File: src/rtl/zram_arbiter.sv
// Two-port arbiter/sequencer for the shared 16x8 zephyr RAM: one access per 3 cycles.
// Build option: define ZRAM_ARB_RR_EN for round-robin tie breaking (default: port 0 wins ties).
module zram_arbiter #(
  parameter int ADDR_W = 4,
  parameter int DATA_W = 8
) (
  input  logic              CLK,
  input  logic              RESET,
  input  logic              R0_REQ,
  input  logic              R0_WE,
  input  logic [ADDR_W-1:0] R0_ADDR,
  input  logic [DATA_W-1:0] R0_WDATA,
  output logic              R0_ACK,
  output logic [DATA_W-1:0] R0_RDATA,
  input  logic              R1_REQ,
  input  logic              R1_WE,
  input  logic [ADDR_W-1:0] R1_ADDR,
  input  logic [DATA_W-1:0] R1_WDATA,
  output logic              R1_ACK,
  output logic [DATA_W-1:0] R1_RDATA,
  output logic [ADDR_W-1:0] RAM_ADDR,
  output logic              RAM_OP,
  output logic [DATA_W-1:0] RAM_DATA_IN,
  input  logic [DATA_W-1:0] RAM_DATA_OUT,
  output logic              BUSY,
  output logic              OWNER
);

  typedef enum logic [1:0] {
    IDLE   = 2'd0,
    ACCESS = 2'd1,
    ACK    = 2'd2
  } state_t;

  state_t            state, state_nxt;
  logic [ADDR_W-1:0] ram_addr, ram_addr_nxt;
  logic              ram_op, ram_op_nxt;
  logic [DATA_W-1:0] ram_din, ram_din_nxt;
  logic              ack0, ack0_nxt;
  logic              ack1, ack1_nxt;
  logic [DATA_W-1:0] rdata0, rdata0_nxt;
  logic [DATA_W-1:0] rdata1, rdata1_nxt;
  logic              busy, busy_nxt;
  logic              owner, owner_nxt;
  logic              last, last_nxt;
  logic              winner;

  always_comb begin
    winner       = 1'b0;
    state_nxt    = state;
    ram_addr_nxt = ram_addr;
    ram_op_nxt   = ram_op;
    ram_din_nxt  = ram_din;
    ack0_nxt     = 1'b0;
    ack1_nxt     = 1'b0;
    rdata0_nxt   = rdata0;
    rdata1_nxt   = rdata1;
    owner_nxt    = owner;
    last_nxt     = last;

`ifdef ZRAM_ARB_RR_EN
    winner = (R0_REQ && R1_REQ) ? ~last : R1_REQ;
`else
    winner = ~R0_REQ;
`endif

    case (state)
      IDLE: begin
        if (R0_REQ || R1_REQ) begin
          owner_nxt    = winner;
          ram_addr_nxt = winner ? R1_ADDR  : R0_ADDR;
          ram_din_nxt  = winner ? R1_WDATA : R0_WDATA;
          ram_op_nxt   = winner ? R1_WE    : R0_WE;
          state_nxt    = ACCESS;
        end
      end
      ACCESS: begin
        // RAM has had a full cycle of stable address/op; capture its read port now.
        ram_op_nxt = 1'b0;
        if (!ram_op) begin
          if (owner) rdata1_nxt = RAM_DATA_OUT;
          else       rdata0_nxt = RAM_DATA_OUT;
        end
        if (owner) ack1_nxt = 1'b1;
        else       ack0_nxt = 1'b1;
        last_nxt  = owner;
        state_nxt = ACK;
      end
      ACK: begin
        state_nxt = IDLE;
      end
      default: begin
        ram_op_nxt = 1'b0;
        state_nxt  = IDLE;
      end
    endcase

    busy_nxt = (state_nxt != IDLE);
  end

  always_ff @(posedge CLK or posedge RESET) begin
    if (RESET) begin
      state    <= IDLE;
      ram_addr <= '0;
      ram_op   <= 1'b0;
      ram_din  <= '0;
      ack0     <= 1'b0;
      ack1     <= 1'b0;
      rdata0   <= '0;
      rdata1   <= '0;
      busy     <= 1'b0;
      owner    <= 1'b0;
      last     <= 1'b1;
    end else begin
      state    <= state_nxt;
      ram_addr <= ram_addr_nxt;
      ram_op   <= ram_op_nxt;
      ram_din  <= ram_din_nxt;
      ack0     <= ack0_nxt;
      ack1     <= ack1_nxt;
      rdata0   <= rdata0_nxt;
      rdata1   <= rdata1_nxt;
      busy     <= busy_nxt;
      owner    <= owner_nxt;
      last     <= last_nxt;
    end
  end

  assign RAM_ADDR    = ram_addr;
  assign RAM_OP      = ram_op;
  assign RAM_DATA_IN = ram_din;
  assign R0_ACK      = ack0;
  assign R1_ACK      = ack1;
  assign R0_RDATA    = rdata0;
  assign R1_RDATA    = rdata1;
  assign BUSY        = busy;
  assign OWNER       = owner;

  // The priority pointer always names the port whose access is being acknowledged.
  a_last_tracks_owner: assert property (@(posedge CLK) disable iff (RESET)
    (state == ACK) |-> (last == owner));

  a_write_pulse_single: assert property (@(posedge CLK) disable iff (RESET)
    ram_op |=> !ram_op);

endmodule

File: config.mk
export PLATFORM = sky130hd
export DESIGN_NAME = zram_arbiter
export DESIGN_NICKNAME = d
export VERILOG_FILES = /design/src/rtl/zram_arbiter.sv
export SDC_FILE = /design/constraint.sdc
export NUM_CORES = 1
export LEC_CHECK = 0
export ABC_AREA = 1
export CORE_MARGIN = 2
export CORE_UTILIZATION = 41
export CTS_CLUSTER_SIZE = 30
export DETAILED_ROUTE_END_ITERATION = 10
export GPL_TIMING_DRIVEN = 0
export HOLD_SLACK_MARGIN = 0.06
export PLACE_DENSITY = 0.77
export SETUP_SLACK_MARGIN = 0.3
export SYNTH_ARGS = -nofsm -noshare
export SYNTH_HDL_FRONTEND = slang
export SYNTH_SLANG_ARGS = --single-unit
File: constraint.sdc
create_clock -name CLK -period 1.2 [get_ports CLK]
set_input_delay 0.24 -clock CLK [delete_from_list [all_inputs] [get_ports CLK]]
set_output_delay 0.24 -clock CLK [all_outputs]
set_load 0.02 [all_outputs]
Yosys cells after proc, flatten, opt, wreduce, memory -nomap -nowiden

Cells that the tools add are included.

Equality and inequality tests: 3
Muxes and demuxes: 11
Bitwise logic cells: 4
Reduce and logical (&&, ||, !) cells: 7

Operators by type and width:

| cell               | number |
|---|---|
| $mux 8             | 1 |
| $mux 1             | 6 |
| $reduce_and 3->1   | 2 |
| $mux 4             | 1 |
| $not 1->1          | 4 |
| $pmux 2 s2         | 1 |
| $reduce_and 2->1   | 2 |
| $eq 2x1->1 const B | 1 |
| $eq 2x2->1 const B | 1 |
| $logic_not 2->1    | 1 |
| $mux 2             | 1 |
| $ne 2x2->1 const B | 1 |
| $pmux 1 s2         | 1 |
| $reduce_bool 2->1  | 1 |
| $logic_or 1x1->1   | 1 |

Register bits: 35
Bits of input ports: 38
Output and inout port bits: 33
Word-level logic and storage cells: 35

Logic depth before layout (Yosys ltp)

Word-level depth: 4
Depth in mapped cells: 6
Depth with buffers taken out: 5

Least setup slack after synthesis

Ideal clock, no wire load.

Path kind: register to register
Start: reg owner, in the netlist OWNER
End: reg rdata0[0], in the netlist R0_RDATA[0]
Setup time: 117 ps
Data arrival time: 1028 ps
Data required time: 1083 ps
Setup slack: 55 ps
Stages on the path, launching flop included: 5
Buffers on the path: 0
Clock period less this slack: 1145 ps
Cells stage by stage: dfrtp_1 nor2_2 nand2_2 nand2_1 nand2_1

Longest elaborated chain between the ends: 2

RTL lines:

| what                       | RTL line | RTL |
|---|---|---|
| start: declaration         | 44       | `logic owner, owner_nxt;` |
| start signal: assignment   | 124      | `owner <= owner_nxt;` |
| $not 1->1 (no line)        | -        |  |
| $reduce_and 3->1 (no line) | -        |  |
| end signal: assignment     | 121      | `rdata0 <= rdata0_nxt;` |
| end: declaration           | 41       | `logic [DATA_W-1:0] rdata0, rdata0_nxt;` |

Every way passes these cells.
A chain may end at the register's enable or synchronous reset.

Worst setup path after layout

Start: reg ram_op, in the netlist RAM_OP
End: out RAM_OP

RTL lines:

| what                     | RTL line | RTL |
|---|---|---|
| start: declaration       | 37       | `logic ram_op, ram_op_nxt;` |
| start signal: assignment | 117      | `ram_op <= ram_op_nxt;` |
| end: declaration         | 22       | `output logic RAM_OP,` |

No word-level cell between the ends.

==> results by group <==
Power and ir drop
  • Worst vdd ir: 1.503 mV
  • P_leak: 1.534 nW
  • Pwr Density: 2716 nW/um^2

Worst hold path
  • Min-delay worst type: input port to flop

Cells and area
  • Final net count: 347
  • Area of the multi-input gates: roughly 750 sq um
  • Filler Cell Count: 235
  • Post-route insts no fill: 358
  • Area Growth Syn to Fin: 94.37%
  • Reg area: 879.6 sq um
  • ANT cells: 0
  • Share of layout cells above drive strength 1: 0.4548

GRT
  • First-pass GRT wire length: 7.217 mm
  • GRT Residual Overflow: 0
  • Total global-route track usage: 0.2255
  • Largest net degree at the start of global routing: 19
  • Vias in the first global route: 1,583
  • Initial antenna violation count: 0

Worst setup path
  • FF-to-FF End: R1_RDATA[3]
  • Maximum fanout along the worst path: 4
  • Crit path DAT: 0.89 ns
  • Critical-path cell list: buf_6
  • RR Startpoint: state[0]
  • Max incr delay on CP: 0.46 ns
  • Top cell family by delay on the critical path: flip-flops
  • Crit path buffers/inverters: 1
  • CP Depth: 1
  • Endpoint class of the critical path: output pin
  • Crit path max-delay cell type: dfrtp_2
  • Crit path from: RAM_OP
  • WS Path Type: flop to output pin
  • Crit path capture: RAM_OP
  • Type of origin of the critical path: flop
  • Critical Path RT: 0.96 ns
  • FF-to-FF path depth: 6
  • Reg2Reg Setup Slack: roughly 0.09 ns

Detailed routing
  • Pre-Repair DR Iteration Count: 4
  • Post-Route WL: 4.713 mm
  • # DRC: 0
  • ANT nets after route: 0
  • Vias per cell: between 4 and 5
  • Initial drt markers: 37
  • Routed len/inst: 13.16 um
  • DR vias: 1,665

Clocking
  • Longest Clk Path Bufs: 2
  • Clk sinks: 35
  • CTS Root Cell: clkbuf_8
  • Num CTS Buffers: 5
  • CTS Hold Bufs: 0
  • CTS HTree Levels: 2
  • Clock transition at the registers of the reported paths: around 0.070 ns
  • Clock Latency Late Sink: about 0.28 ns
  • CTS tree: built

Yosys
  • Synth Area in Compound Gates: 0.003265
  • Synth Area per Inst: 7.942 sq um
  • Post-synthesis simple-gate area fraction: 0.3804
  • Netlist cell types: 13
  • Main combinational cell family by area after synthesis: simple AND/OR/NAND/NOR gates
  • Mapped cell area: 1533 sq um
  • Synth top area cells: dfrtp_1 (57%), nand2_1 (28%), nand3_1 (5.6%)
  • Adder-Cell Fraction of Synth Area: 0
  • Yosys top cell by area: dfrtp_1
  • XOR/XNOR Fraction of Synth Area: 0
  • Seq/Total Area, Yosys: 0.5714
  • Top-area cell type share of the netlist area: 0.5714
  • Multiplexer share of the synthesized area: 0
  • Synth Instances: between 150 and 200
  • Yosys warns: 0
  • Synth Register Bits: 35
  • Syn Nets: approximately 230

Timing
  • Worst hold slack: about 0.4 ns
  • Final Slew Violations: 0
  • Setup Viol. Count Final: 0
  • Final hold vios: 0
  • Period minus WS final: 1.129 ns
  • RSZ-0062 raised after global routing: true
  • Worst Skew: between 0.006 and 0.007 ns
  • Fmax: 885.6 MHz
  • Worst slew pin tran: roughly 0.42 ns
  • Period utilisation layout: 0.9410
  • Max_slew headroom: 0.7180

Floorplan
  • DIE AREA: 4243 sq um
  • CORE AREA: 3633 sq um
  • Rows: 22
  • Initial cell density of the core: 0.4218
  • Chip width: 65.14 um
  • Num ports: a little over 70
  • Die Span Y: between 60 and 70 um

Run status
  • Outcome: completed

Flow run
  • Max Cap Viol: 0

Placement
  • Placed Cells: 311
  • Detailed placement HPWL: 2.693 mm
  • IO buf count: 70
  • Routability congestion estimate from global placement: 0.7535
## flip-flops by register name, summed over array words and instances (netlist names)
signal and cells:
R1_ACK 1, RAM_OP 1, state 2, R1_RDATA 8
R0_ACK 1, RAM_ADDR 4, RAM_DATA_IN 8, BUSY 1
R0_RDATA 8, OWNER 1
## layer usage
layer,share of wire,global-route usage,routed length (um)
met5,0,0,0
met2,0.51,0.4021,2423
met3,0.083,0.07705,390
met4,0.010,0.07813,49
met1,0.39,0.2508,1848
## through the flow
| stage | power, W | TNS [ns] | instance area [sq um] | utilization | setup WS (ns) |
|---|---|---|---|---|---|
| final | 0.008092 | 0 | 2979 | 0.8199 | 0.07086 |
| after global routing | 0.008567 | 0 | 2979 | 0.8199 | 0.04398 |
| after global placement | 0.005194 | -4.292 | 2318 | 0.6381 | -0.2975 |
| after floorplan | 0.003813 | 0 | 1558 | - | 0.1690 |
| after detailed placement | 0.005262 | -4.186 | 2318 | 0.6381 | -0.3068 |
| after CTS | 0.007424 | 0 | 2793 | 0.7686 | 0.06932 |
## Yosys cell counts, drive strengths merged
cell type and count:
nand2 117, dfrtp 35, o21ai 1, buf 6, nor2 9, nand3 17, inv 8
## cell families (layout without fill, tap and decap cells)
logic type,after synthesis,count (layout)
AND/OR/NAND/NOR,143,143
flip-flops,35,35
buffers and inverters,14,131
AO/OA/AOI/OAI,1,1
## final cells by class
cell class / count / share of cell area
repair buffers: 108 / 0.3646
flip-flops and latches: 35 / 0.2953
multi-input cells: 144 / 0.2524
clock buffers: 8 / 0.03360
well taps: 48 / 0.02016
plain buffers: 6 / 0.01848
inverters: 8 / 0.01302
repair inverters: 1 / 0.002520
## worst min path at each step
stage | endpoint | cells after the start | start
3_5_place_dp | RAM_DATA_IN[5] | 2 | RAM_DATA_IN[5]
3_3_place_gp | RAM_DATA_IN[7] | 2 | RAM_DATA_IN[7]
2_1_floorplan | BUSY | 1 | RESET
5_1_grt | OWNER | 3 | R1_REQ
6_report | OWNER | 3 | R1_REQ
4_1_cts | OWNER | 3 | R1_REQ
## layout by cell type (no fill, tap or decap), drive strengths merged
cell type and n:
nand2 117, inv 7, nor2 9, clkinvlp 2, nand3 17, clkdlybuf4s50 35
buf 77, dlygate4sd2 2, dfrtp 35, clkbuf 8, o21ai 1
## power breakdown
| part | internal [W] | leakage [nW] | switching [W] |
|---|---|---|---|
| combinational | 0.00260 | 1.05 | 0.00234 |
| sequential | 0.00175 | 0.432 | 0.000459 |
| clock | 0.000524 | 0.0515 | 0.000416 |
## timing repair
action | 4_1_cts | 5_1_grt
hold endpoints to repair | 0 | 0
setup buffers | 21 | 15
pin swaps | 16 | 18
endpoints found under the setup margin | 69 | 85
resized for setup | 239 | 22
cloned | 3 | 0
Note: power is estimated with default switching activity, not from simulation.
